[config.mk]
export PLATFORM = sky130hd
export DESIGN_NAME = lsu_ctrl
export DESIGN_NICKNAME = d
export VERILOG_FILES = /design/src/rtl/lsu_ctrl.sv
export SDC_FILE = /design/constraint.sdc
export NUM_CORES = 1
export LEC_CHECK = 0
export BUFFER_PORTS_ARGS = -buffer_cell sky130_fd_sc_hd__buf_4
export CAP_MARGIN = 20
export CORE_ASPECT_RATIO = 0.8
export CORE_MARGIN = 5
export CORE_UTILIZATION = 54
export CTS_BUF_LIST = sky130_fd_sc_hd__clkbuf_4
export DETAILED_ROUTE_END_ITERATION = 12
export PLACE_DENSITY = 0.8
export SETUP_SLACK_MARGIN = 0.05
export SLEW_MARGIN = 20
export SYNTH_ARGS = -nofsm -noshare
export SYNTH_HDL_FRONTEND = slang
export SYNTH_SLANG_ARGS = --single-unit
[constraint.sdc]
create_clock -name clk -period 2.96 [get_ports clk]
set_input_delay 0.444 -clock clk [delete_from_list [all_inputs] [get_ports clk]]
set_output_delay 0.444 -clock clk [all_outputs]
set_load 0.05 [all_outputs]
[src/rtl/lsu_ctrl.sv]
// Load/store unit: word-only memory access with read-modify-write for sub-word stores.
// Define LSU_MISALIGN_SPLIT_EN to split misaligned accesses across two words.
module lsu_ctrl #(
    parameter int unsigned MEM_BYTES = 256,
    parameter bit          RANGE_CHK = 1'b1
) (
    input  logic        clk,
    input  logic        rst_n,
    input  logic        req_valid,
    output logic        req_ready,
    input  logic        req_we,
    input  logic [2:0]  req_funct3,
    input  logic [31:0] req_addr,
    input  logic [31:0] req_wdata,
    output logic        rsp_valid,
    output logic [31:0] rsp_rdata,
    output logic        rsp_err,
    output logic        mem_wr_en,
    output logic [31:0] mem_addr,
    output logic [31:0] mem_wr_data,
    input  logic [31:0] mem_rd_data
);

    localparam logic [31:0] MaxAddr = 32'(MEM_BYTES - 1);

    typedef enum logic [2:0] {StIdle, StRd0, StRd1, StWr0, StWr1, StResp} state_e;

    state_e      state_q, state_d;
    logic        we_q, cross_q;
    logic [2:0]  funct3_q;
    logic [31:0] addr_q, wdata_q, old0_q, old1_q;
    logic [31:0] rsp_rdata_q, rsp_rdata_d;
    logic        rsp_err_q, rsp_err_d;

    logic        split_en;
`ifdef LSU_MISALIGN_SPLIT_EN
    assign split_en = 1'b1;
`else
    assign split_en = 1'b0;
`endif

    // Request decode, evaluated in IDLE on the live inputs
    logic [2:0]  req_bytes;
    logic [31:0] req_last;
    logic        f3_ok, misalign, req_cross, range_err, req_err, accept;

    always_comb begin
        unique case (req_funct3[1:0])
            2'b00:   req_bytes = 3'd1;
            2'b01:   req_bytes = 3'd2;
            default: req_bytes = 3'd4;
        endcase
    end

    assign f3_ok     = req_we ? (req_funct3 inside {3'b000, 3'b001, 3'b010})
                              : !(req_funct3 inside {3'b011, 3'b110, 3'b111});
    assign misalign  = (req_funct3[1:0] == 2'b01 && req_addr[0]) ||
                       (req_funct3[1:0] == 2'b10 && req_addr[1:0] != 2'b00);
    assign req_cross = (({1'b0, req_addr[1:0]} + req_bytes) > 3'd4) && split_en;
    assign req_last  = req_addr + {29'd0, req_bytes} - 32'd1;
    assign range_err = RANGE_CHK && ((req_addr > MaxAddr) || (req_last > MaxAddr));
    assign req_err   = !f3_ok || (misalign && !split_en) || range_err;
    assign accept    = req_valid && (state_q == StIdle);

    logic [31:0] word0, word1;
    assign word0 = {addr_q[31:2], 2'b00};
    assign word1 = word0 + 32'd4;

    // Load extraction from a two-word little-endian window
    logic [4:0]  lane_sh;
    logic [63:0] ld_win;
    logic [31:0] ld_word, ld_ext;
    assign lane_sh = {addr_q[1:0], 3'b000};
    assign ld_win  = (state_q == StRd1) ? {mem_rd_data, old0_q} : {32'h0, mem_rd_data};
    assign ld_word = 32'(ld_win >> lane_sh);

    always_comb begin
        unique case (funct3_q)
            3'b000:  ld_ext = {{24{ld_word[7]}}, ld_word[7:0]};
            3'b001:  ld_ext = {{16{ld_word[15]}}, ld_word[15:0]};
            3'b010:  ld_ext = ld_word;
            3'b100:  ld_ext = {24'h0, ld_word[7:0]};
            3'b101:  ld_ext = {16'h0, ld_word[15:0]};
            default: ld_ext = 32'h0;
        endcase
    end

    // Store merge; a full aligned word masks out the stale old data entirely
    logic [31:0] st_mask32;
    logic [63:0] st_mask, st_data, merged;
    always_comb begin
        unique case (funct3_q[1:0])
            2'b00:   st_mask32 = 32'h0000_00FF;
            2'b01:   st_mask32 = 32'h0000_FFFF;
            default: st_mask32 = 32'hFFFF_FFFF;
        endcase
    end
    assign st_mask = {32'h0, st_mask32} << lane_sh;
    assign st_data = {32'h0, wdata_q} << lane_sh;
    assign merged  = ({old1_q, old0_q} & ~st_mask) | (st_data & st_mask);

    always_ff @(posedge clk or negedge rst_n) begin
        if (!rst_n) begin
            state_q     <= StIdle;
            we_q        <= 1'b0;
            cross_q     <= 1'b0;
            funct3_q    <= 3'b000;
            addr_q      <= 32'h0;
            wdata_q     <= 32'h0;
            old0_q      <= 32'h0;
            old1_q      <= 32'h0;
            rsp_rdata_q <= 32'h0;
            rsp_err_q   <= 1'b0;
        end else begin
            state_q     <= state_d;
            rsp_rdata_q <= rsp_rdata_d;
            rsp_err_q   <= rsp_err_d;
            if (accept) begin
                we_q     <= req_we;
                cross_q  <= req_cross;
                funct3_q <= req_funct3;
                addr_q   <= req_addr;
                wdata_q  <= req_wdata;
            end
            if (state_q == StRd0) old0_q <= mem_rd_data;
            if (state_q == StRd1) old1_q <= mem_rd_data;
        end
    end

    always_comb begin
        state_d     = state_q;
        rsp_rdata_d = rsp_rdata_q;
        rsp_err_d   = rsp_err_q;
        req_ready   = 1'b0;
        rsp_valid   = 1'b0;
        mem_wr_en   = 1'b0;
        mem_addr    = 32'h0;
        mem_wr_data = 32'h0;
        unique case (state_q)
            StIdle: begin
                req_ready = 1'b1;
                if (req_valid) begin
                    if (req_err) begin
                        state_d     = StResp;
                        rsp_err_d   = 1'b1;
                        rsp_rdata_d = 32'h0;
                    end else if (req_we && req_funct3[1:0] == 2'b10 && !req_cross) begin
                        state_d = StWr0;
                    end else begin
                        state_d = StRd0;
                    end
                end
            end
            StRd0: begin
                mem_addr = word0;
                if (cross_q) begin
                    state_d = StRd1;
                end else if (!we_q) begin
                    state_d     = StResp;
                    rsp_rdata_d = ld_ext;
                    rsp_err_d   = 1'b0;
                end else begin
                    state_d = StWr0;
                end
            end
            StRd1: begin
                mem_addr = word1;
                if (!we_q) begin
                    state_d     = StResp;
                    rsp_rdata_d = ld_ext;
                    rsp_err_d   = 1'b0;
                end else begin
                    state_d = StWr0;
                end
            end
            StWr0: begin
                mem_addr    = word0;
                mem_wr_en   = 1'b1;
                mem_wr_data = merged[31:0];
                if (cross_q) begin
                    state_d = StWr1;
                end else begin
                    state_d     = StResp;
                    rsp_rdata_d = 32'h0;
                    rsp_err_d   = 1'b0;
                end
            end
            StWr1: begin
                mem_addr    = word1;
                mem_wr_en   = 1'b1;
                mem_wr_data = merged[63:32];
                state_d     = StResp;
                rsp_rdata_d = 32'h0;
                rsp_err_d   = 1'b0;
            end
            StResp: begin
                rsp_valid = 1'b1;
                state_d   = StIdle;
            end
            default: state_d = StIdle;
        endcase
    end

    assign rsp_rdata = rsp_rdata_q;
    assign rsp_err   = rsp_err_q;

endmodule

[Word level (Yosys, flattened, before mapping)]
Cells that the tools add are included.
Storage, ports and cells
  input port bits: 103
  register bits after elaboration: 168
  output and inout bits: 100
Cells by class
  bitwise gates (word level): 4
  $add $sub $neg: 3
  shift operators: 3
  reduce and logical (&&, ||, !) cells: 24
  multiplexer cells: 23
  eq/ne operators: 20
  $lt $le $gt $ge: 2
Operator list (count)
  32-bit one-hot mux with 2 select lines: 3
  32-bit one-hot mux with 5 select lines: 1
  64-bit bitwise AND: 2
  32-bit by 5-bit left shift with 64-bit output: 2
  32-bit 2-to-1 mux: 3
  32-bit one-hot mux with 3 select lines: 1
  32-bit by 8-bit greater-than comparator with 1-bit output (second input constant): 2
  64-bit 2-to-1 mux: 1
  64-bit inverter: 1
  64-bit OR: 1
  64-bit by 5-bit >> shifter with 32-bit output: 1
  32-bit by 3-bit adder with 32-bit output: 1
  32-bit by 3-bit adder with 32-bit output (second input constant): 1
  32-bit by 1-bit subtractor with 32-bit output (second input constant): 1
  3-bit equality test (second input constant): 6
  3-bit by 2-bit equality test with 1-bit output (second input constant): 5
  3-bit by 1-bit equality test with 1-bit output (second input constant): 3
  3-bit zero test: 3
  3-bit 2-to-1 mux: 3
  3-bit one-hot mux with 3 select lines: 1
  2-bit OR reduction: 4
  1-bit 2-to-1 mux: 7
  2-bit != test (second input constant): 3
  3-bit one-hot mux with 2 select lines: 1
  other kinds (12): 22

[Depth between registers and ports, before layout]
Gate-level depths: netlist (run 1).
  depth in word-level cells: 10
  mapped depth: 18
  mapped depth without buffers: 17

[Least setup slack after synthesis (run 1)]
Ideal clock, no wire load.
  kind: input to register
  start: input req_funct3[1]
  end: register rsp_rdata_q[10], in the netlist rsp_rdata[10]
  arrival time: 3.575 ns
  library setup time: 0.125 ns
  stages: 17
  buffers on the path: 1
  slack: -0.740 ns
  required time: 2.835 ns
  cell sequence: or2_2 > ha_1 > inv_1 > ha_1 > inv_1 > fa_1 > nor2b_1 > o31ai_2 > nand4_1 > o311ai_1 > or4b_1 > nor4_1 > nand4_1 > nor4_2 > o21ai_2 > buf_6 > mux2_4
Between the ends
  cells in the longest elaborated chain, start to end: 9
  elaborated cells on any way between the ends: 26
RTL lines
  start, declared: RTL line 12  | input logic [2:0] req_funct3,
  2-bit by 1-bit equality test with 1-bit output (tied with other cells): RTL line 48, 57
  3-bit one-hot mux with 2 select lines or 3-bit nonzero test (tied branches): RTL line 48, 56
  32-bit by 3-bit adder with 32-bit output or 1-bit zero test (tied branches): RTL line 60, 56
  32-bit by 1-bit subtractor with 32-bit output or 1-bit 2-to-1 mux (tied branches): RTL line 60, 55
  32-bit by 8-bit greater-than comparator with 1-bit output or 1-bit zero test (tied branches): RTL line 61, 62
  1-bit logical OR (on tied branches): RTL line 61, 62
  1-bit logical OR *: RTL line 62  | assign req_err = !f3_ok || (misalign && !split_en) || range_err;
  2-bit != test (no line) *
  4-bit AND reduction (no line) *
  end signal, assigned: RTL line 116  | rsp_rdata_q <= rsp_rdata_d;
  end, declared: RTL line 32  | logic [31:0] rsp_rdata_q, rsp_rdata_d;
Mark *: on every way between the ends. The rest lies on a longest branch, timed or not.
A chain may end at the register's enable or synchronous reset.

[Worst setup path in the final report (run 1)]
  start: input req_funct3[1]
  end: register rsp_rdata_q[28], in the netlist rsp_rdata[28]
Same word-level chain as after synthesis.

==> flow_summary.ini, run 1 <==
[synth]
async_reset_ff_share_pct = 100
ys_warn_count = 0
synth_edf_count = 0
synth-seq-area-share_pct = 33.4
syn_area_um2 = 12600
syn_avg_cell_area_um2 = 8.76
ys_types = 82
synth_seq_cells = 168
synthCells = 1437
synth_top_cell_by_area = dfrtp_1
yosys-top-cells-area = dfrtp_1 33%, mux2_2 11%, mux2i_1 6.9%
synthFlopType = dfrtp_1
yosysTopAreaCellShare_pct = 33.4

[die]
dieArea_um2 = 26500
fp.dieW_um = 181
core_um2 = 23100
start_util_pct = 54.4
io_pins = 203
fp-row-count = 50
die_h_um = 147

[outcome]
outcome = finished, violations left
violations = negative setup slack

[setup_path]
start_kind = primary input
critical_path.startpoint = req_funct3[1]
cp-end-kind = flop
regToRegEndpoint = rsp_rdata[20]$_DFFE_PN0P_
rr_worst_depth = 11
crit_end = rsp_rdata[28]$_DFFE_PN0P_
path_depth = 21
r2r_slack_ps = 150
max_stage_delay_ps = 350
crit_type = in -> reg
critPathBufInv = 7
required_ps = 3470
cp_max_fo = 23
timing.rr.start = state_q[0]$_DFFE_PN0N_
cp_top_family = compound AO/OA/AOI/OAI gates
crit_path_top_delay_cell = a2111oi_2
crit_arrival_ps = 3890
cp_cell_sequence = buf_8, inv_4, nand2_2, ha_4, inv_2, ha_4, inv_2, fa_2, nor2b_4, o31ai_4, a2111oi_4, buf_4, a2111oi_2, a21o_1, o221a_2, nand4_1, nor4_2, buf_4, o21ai_4, buf_12, mux2_4

[grt]
track_usage_pct = 34.3
grt-ovfl-total = 0
use_met2_pct = 50.8
grt_pass1_wl_um = 72600
grt.busiest_layer = met2
grt_pass1_vias = 13005
grt_max_degree = 80
antenna_found_initial = 2
met1_usage_pct = 48.6
grt_use_met3_pct = 11.0

[cells_and_area]
regArea_um2 = 4210
drive_above_1_share_pct = 43.8
fin_cells = 2168
n_fill_cell = 1554
area_delta_synth_final_pct = 42.7
multi_input_area_um2 = 8680
final_nets = 1998

[routing]
wl_um = 50100
first_pass_iters = 9
antenna_left = 0
vias = 13445
drt-wirelength-per-cell_um = 23.1
dr.first_iter.drc_count = 1791
routed_via_density = 6.20
post-route-drc-count = 0

[sta]
rsz0062_at_grt = yes
finalSetupViolations = 67
fin_crit_ps = 3380
slew_headroom_pct = 46.3
fmax_mhz = 296
finalHoldViolCount = 0
fin_hold_ws_ps = 32.2
skew_ps = 25.6
period_share_pct = 114
layout_setup_ws_ps = -421
drv_slew = 0
worst_pin_slew_ps = 806

[min_path]
whs_path_depth = 3
holdCritPathClass = in -> reg

[placement]
gp_congestion = 0.973
port_buffers = 200
dp_hpwl_um = 34200
post-place-cells = 2083

[clock_tree]
clkLatencyLatePin_ps = 610
clk_pin_slew_ps = 180
clkSinkCount = 168
cts-htree-levels = 4
clk_path_buf_depth = 2
cts-buffers-inserted = 17
cts_tree = built
cts-root-buf = clkbuf_4

[power_and_ir_drop]
total_power_mw = 20.9
p_leak_nw = 8.41
vdd_drop_max_mv = 0.939
powerDensity_nw_per_um2 = 1160

[job]
maxCapViolations = 0
-- layout by cell type, fill, tap and decap left out, types with 11 or more instances in the layout --
cell and instances:
dfrtp_1 164, o21ai_4 11, nand4_1 15, ha_1 48, buf_4 370, xor2_1 11
mux2_4 29, nand2_1 224, buf_6 76, nor2_1 64, o22ai_2 22, clkbuf_4 17
mux2i_1 76, o21ai_1 41, and2_1 11, nand2b_1 13, buf_12 12, inv_1 65
o21ai_0 70, o21ai_2 11, o211ai_1 11, mux2_2 120, a21oi_1 77, nand3_1 35
-- worst reg2reg max path, cell delays in order (launching register included) --
cell	delay, ps
dfrtp_1	470
nor2_2	170
and2_4	210
buf_4	130
mux2i_1	110
mux4_2	520
nor2b_1	180
a2111oi_4	330
buf_4	280
a21oi_1	80
nor2_1	140
mux2_4	170
-- flip-flops by register name, summed over array words and instances, names as in the netlist --
signal     count
state_q        3
funct3_q       3
old1_q        32
rsp_err        1
wdata_q       32
we_q           1
addr_q        32
old0_q        32
rsp_rdata     32
-- what timing repair did --
item                                   CTS  global route
setup buffers                           23            26
endpoints found under the hold margin   77             0
setup endpoints to repair               91            86
cloned                                   4             5
pin swaps                               32            36
hold buffers                             1             0
gates resized for setup                148           105
-- layer usage --
layer	vias up	wire length, um
li1	5940	-
met3	141	5990
met1	6506	20700
met4	0	1470
met2	858	22000
met5	-	0
-- power breakdown --
group,switching (mW),internal (mW)
Sequential,1.34,3.42
Combinational,8.65,5.96
Clock,1.05,0.473
Total,11.0,9.85
-- area by class of cell --
cell class / instances / share of cell area (%)
diodes: 1 / 0.0139
clock inverters: 15 / 0.982
multi-input cells: 1115 / 48.3
well taps: 312 / 2.17
clock buffers: 17 / 0.711
flip-flops and latches: 168 / 23.4
repair buffers: 468 / 22.8
inverters: 72 / 1.55
-- synthesized netlist by cell type, drive strengths merged, types with 13 or more instances --
cell type,instances
a21oi,90
and2,16
buf,23
clkbuf,63
dfrtp,168
ha,52
inv,72
mux2,149
mux2i,87
nand2,233
nand2b,13
nand3,45
nand4,15
nor2,73
o21ai,133
o22ai,26
-- worst min-delay path by stage --
stage                                        end                    from
final                     old1_q[17]$_DFFE_PN0P_         mem_rd_data[17]
after global routing      old1_q[28]$_DFFE_PN0P_         mem_rd_data[28]
after CTS                 old1_q[17]$_DFFE_PN0P_         mem_rd_data[17]
after detailed placement  old1_q[25]$_DFFE_PN0P_  old1_q[25]$_DFFE_PN0P_
after global placement    old1_q[24]$_DFFE_PN0P_  old1_q[24]$_DFFE_PN0P_
after floorplan            addr_q[0]$_DFFE_PN0P_                   rst_n
-- logic make-up after synthesis --
group | count (synthesis) | synth area share [%]
AOI/OAI and AO/OA | 349 | 17.3
xor gates and xnor gates | 15 | 1.04
buffers and inverters | 158 | 5.07
DFF | 168 | 33.4
adders and majority gates | 53 | 5.33
other | 1 | 0.0298
muxes | 237 | 21.3
and+or+nand+nor | 456 | 16.5
-- stage by stage --
step                cell area (um2)  utilization [%]  setup WS (ps)  setup TNS [ps]
CTS                           17300             74.9           -355          -12900
finish                        18000             77.6           -421          -17000
detailed placement            16200             70.0          -1070          -36420
floorplan                     12900                -           -605          -19700
global placement              16200             70.0          -1010          -34480
global route                  18000             77.6           -504          -22590
Note: power is estimated with default switching activity, not from simulation.
==> inputs of run 2 (changes only) <==
Settings changed: CORE_ASPECT_RATIO 0.8 to not set, CORE_UTILIZATION 54 to 55, PLACE_DENSITY 0.8 to 0.78.
Clock period 2.96 ns to 4.2 ns, I/O delays scaled along.
==> run 2 against run 1 <==
Effect of this change: the run now ends clean; global-route usage down 2.6 points; sequential power down 30%; non-clock buffer count down 228; core utilization down 12 points; critical path depth down 15; die area down 1.8%; wire length down 16%; clock-buffer cell count up 3; combinational power down 47%; clock skew up 2.8 ps; sequential cell count unchanged; critical endpoint is now mem_wr_data[0]; largest power group unchanged.
==> flow_summary.ini, run 2 (same netlist as run 1, synthesis figures left out) <==
[die]
dieArea_um2 = 26000
start_util_pct = 55.7
core_um2 = 22600
die_h_um = 161
fp.dieW_um = 161
io_pins = 203
fp-row-count = 55

[routing]
dr_wl_met2_um = 20500
antenna_left = 0
post-route-drc-count = 0
first_pass_iters = 8
drt-wirelength-per-cell_um = 22.1
dr_wl_met3_um = 3150
vias = 11772
routed.top_layer = met4
routed_via_density = 6.16
dr.first_iter.drc_count = 1157
wl_met1_um = 16900
wl_um = 42200

[grt]
grt_pass1_vias = 11576
grt_pass1_wl_um = 65100
antenna_found_initial = 1
grt-ovfl-total = 0
track_usage_pct = 31.7
grt_max_degree = 96

[setup_path]
crit_type = reg -> out
cp_max_fo = 44
cp-end-kind = output pin
required_ps = 3570
crit_arrival_ps = 3330
start_kind = flop

[cells_and_area]
area_delta_synth_final_pct = 17.6
final_nets = 1767
final_area_um2 = 14800
layout_commonest_cell = buf_4
drive_above_1_share_pct = 28.4
final_cell_mix = 234 x buf_4, 232 x nand2_1, 164 x dfrtp_1, 122 x o21ai_0, 120 x mux2_2

[power_and_ir_drop]
vdd_drop_max_mv = 0.773
powerDensity_nw_per_um2 = 819
p_leak_nw = 6.95
total_power_mw = 12.1

[sta]
drv_slew = 0
worst_pin_slew_ps = 1020
finalHoldViolCount = 0
rsz0062_at_grt = yes
fin_crit_ps = 3960
fmax_mhz = 252
finalSetupViolations = 0
slew_headroom_pct = 31.8
skew_ps = 28.4
period_share_pct = 94.3

[clock_tree]
clk_path_buf_depth = 2
clk_pin_slew_ps = 170
cts-root-buf = clkbuf_4
clkLatencyLatePin_ps = 590
clkSinkCount = 168
cts-buffers-inserted = 17
cts_setup_buffers = 0
cts-htree-levels = 4
hold_buffers = 0
cts_tree = built

[placement]
port_buffers = 200
dp_hpwl_um = 32100
postPlaceCellArea_um2 = 14500
gp_congestion = 0.967

[outcome]
outcome = complete, no violations

[job]
maxCapViolations = 0

[min_path]
holdCritPathClass = in -> async
[run 2: cell count changes in the layout (fill, tap and decap cells not counted), moves of 11 or more]
| cell | delta |
|---|---|
| o22ai_2 | -21 |
| o21ai_1 | -32 |
| o21ai_0 | +52 |
| mux2i_1 | +11 |
| buf_4 | -136 |
| buf_6 | -75 |
| o22ai_1 | +23 |
[run 2: layer usage]
layer | vias up | track usage (%)
li1 | 5444 | -
met1 | 5680 | 40.2
met2 | 555 | 54.2
met3 | 93 | 5.69
met4 | 0 | 12.0
met5 | - | 0
[run 2: per-stage QoR]
step                setup TNS, ps  hold slack [ps]  utilization (%)  setup slack (ps)  instances
detailed placement          -4060              463             64.1              -142       1877
finish                          0              111             65.5               239       1910
global placement            -1610              458             64.1             -60.3       1877
CTS                             0              127             65.4              34.4       1909
global route                    0              146             65.5              28.0       1910
floorplan                       0              334                -               314       1438
[run 2: path summary, 6_finish.rpt]
check	start	to	slack, ps	depth (start not counted)
min reg2reg	old1_q[23]$_DFFE_PN0P_	old1_q[23]$_DFFE_PN0P_	490	2
min	rst_n	wdata_q[29]$_DFFE_PN0P_	110	1
max	addr_q[1]$_DFFE_PN0P_	mem_wr_data[0]	240	6
max in group asynchronous	rst_n	old0_q[16]$_DFFE_PN0P_	3120	2
min in group clk	mem_rd_data[30]	old1_q[30]$_DFFE_PN0P_	240	3
max reg2reg	state_q[2]$_DFFE_PN0N_	rsp_rdata[29]$_DFFE_PN0P_	910	9
[run 2: what timing repair did]
item,in CTS,in global routing
gates resized for setup,2,9
gates cloned,0,0
endpoints found under the setup margin,4,5
[run 2: final cells by class]
| class | instances | area [um2] |
|---|---|---|
| inverters | 72 | 270 |
| multi-input cells | 1112 | 7800 |
| well taps | 285 | 357 |
| repair buffers | 240 | 1870 |
| fillers | 1907 | 7780 |
| clock buffers | 20 | 150 |
| diodes | 1 | 2.50 |
| clock inverters | 12 | 136 |
| flip-flops and latches | 168 | 4210 |
[run 2: power by group]
part	switching (mW)	internal (mW)
sequential	0.901	2.41
clock	0.666	0.335
combinational	4.89	2.91
total	6.46	5.66
[run 2: worst max-delay path, cell delays in order (launching register included)]
cell,delay [ps]
dfrtp_1,370
buf_4,370
inv_1,370
o21ai_1,890
mux2i_1,180
o22ai_1,320
buf_4,270
==> inputs of run 3 (changes only) <==
Settings changed: SETUP_SLACK_MARGIN 0.05 to 0.4.
==> run 3 against run 2 <==
Effect of this change: sequential cell count unchanged; via count up 1.6%; final area rose by 0.63%; non-clock buffer count up 1; first-iteration DRC count shrank 13%; fmax is 6.6% higher; core utilization grew 0.41 points; worst setup slack improved by 240 ps; clock-buffer cell count fell by 3; critical endpoint is now mem_addr[30].
==> flow_summary.ini, run 3 (same netlist as run 1, synthesis figures left out) <==
[sta]
fin_crit_ps = 3720
skew_ps = 29.0
rsz0062_at_grt = yes
period_share_pct = 88.5
drv_slew = 0
finalSetupViolations = 0
fin_hold_ws_ps = 92.1
finalHoldViolCount = 0
fmax_mhz = 269
slew_headroom_pct = 38.5
worst_pin_slew_ps = 923

[die]
io_pins = 203
fp.dieW_um = 161
dieArea_um2 = 26000
die_h_um = 161
core_um2 = 22600
start_util_pct = 55.7
fp-row-count = 55

[cells_and_area]
area_delta_synth_final_pct = 18.3
final_cell_mix = 235 x buf_4, 231 x nand2_1, 159 x dfrtp_1, 120 x o21ai_0, 120 x mux2_2
fin_cells = 1911
fin_util_pct = 66.0
layout_commonest_cell = buf_4
drive_above_1_share_pct = 29.7
final_nets = 1768
final_area_um2 = 14900

[routing]
routed_via_density = 6.26
vias = 11962
wl_um = 44300
post-route-drc-count = 0
first_pass_iters = 5
dr.first_iter.drc_count = 1003
antenna_left = 0
drt-wirelength-per-cell_um = 23.2

[clock_tree]
clk_path_buf_depth = 2
cts-buffers-inserted = 17
clk_pin_slew_ps = 200
cts-root-buf = clkbuf_4
clkSinkCount = 168
clkLatencyLatePin_ps = 610
cts_tree = built
cts-htree-levels = 4

[power_and_ir_drop]
vdd_drop_max_mv = 0.617
total_power_mw = 12.2
p_leak_nw = 6.94
powerDensity_nw_per_um2 = 822

[job]
maxCapViolations = 0

[setup_path]
start_kind = flop
crit_arrival_ps = 3090
crit_path_top_delay_cell = dfrtp_2
critPathBufInv = 1
rr_worst_depth = 9
cp_max_fo = 6
required_ps = 3570
crit_type = reg -> out
cp-end-kind = output pin
cp_cell_sequence = ha_2, nand3_2, nor2_4, and3_4, and4_2, and3_4, nand2_1, nor2_4, a31oi_1, o21ai_0, o21ai_1, buf_4
cp_top_family = simple AND/OR/NAND/NOR gates
max_stage_delay_ps = 480
path_depth = 12

[grt]
track_usage_pct = 33.5
grt_max_degree = 94
grt_pass1_wl_um = 68300
grt-ovfl-total = 0
grt_pass1_vias = 11831
antenna_found_initial = 1

[placement]
port_buffers = 200
post-place-cells = 1873
gp_congestion = 0.985
postPlaceCellArea_um2 = 14500
dp_hpwl_um = 33900

[min_path]
holdCritPathClass = in -> async

[outcome]
outcome = complete, no violations
[run 3: cell type report]
cell class,instances,area (um2)
Multi-Input combinational cell,1112,7870
Fill cell,1946,7680
Sequential cell,168,4220
Timing Repair Buffer,241,1870
Tap cell,285,357
Inverter,72,274
Clock inverter,15,176
Clock buffer,17,128
Antenna cell,1,2.50
[run 3: path summary, 6_finish.rpt]
| path | slack (ps) | start | end |
|---|---|---|---|
| max reg2reg | 950 | state_q[2]$_DFFE_PN0N_ | rsp_rdata[28]$_DFFE_PN0P_ |
| min in group clk | 210 | mem_rd_data[28] | old1_q[28]$_DFFE_PN0P_ |
| max in group asynchronous | 3130 | rst_n | addr_q[9]$_DFFE_PN0P_ |
| max | 480 | addr_q[2]$_DFFE_PN0P_ | mem_addr[30] |
| min | 90 | rst_n | wdata_q[12]$_DFFE_PN0P_ |
| min reg2reg | 500 | old1_q[25]$_DFFE_PN0P_ | old1_q[25]$_DFFE_PN0P_ |
[run 3: what timing repair did]
action / in CTS / in global routing
endpoints found under the setup margin: 11 / 33
cloned: 0 / 0
resized for setup: 15 / 18
endpoints found under the hold margin: 0 / 0
buffers inserted: 2 / 3
pin swaps: 2 / 3
hold buffers: 0 / 0
[run 3: per-stage QoR]
stage	setup TNS (ps)	worst slack [ps]
after detailed placement	-2300	-95.9
after global routing	0	297
after CTS	0	409
after floorplan	0	405
after global placement	-328	-20.4
final	0	484
[run 3: worst reg2reg max path, cell delays in order, from the launching register on]
cell and delay [ps]:
dfrtp_1 500, nor2_1 170, nand2_1 290, mux2i_1 240, mux4_2 540, nor2b_1 180
a2111oi_4 830, a21oi_1 130, nor2_1 170, mux2_4 160
[run 3: per-layer routing]
layer / GRT usage (%) / up-vias / routed length, um
met5: 0 / - / 0
met4: 15.7 / 0 / 2370
met3: 6.92 / 118 / 3410
met2: 56.8 / 615 / 21400
met1: 41.1 / 5764 / 17200
li1: - / 5465 / -
[run 3: where the power goes]
| group | switching, mW | internal, mW |
|---|---|---|
| combinational | 4.93 | 2.91 |
| clock | 0.741 | 0.283 |
| sequential | 0.955 | 2.41 |
| total | 6.63 | 5.61 |
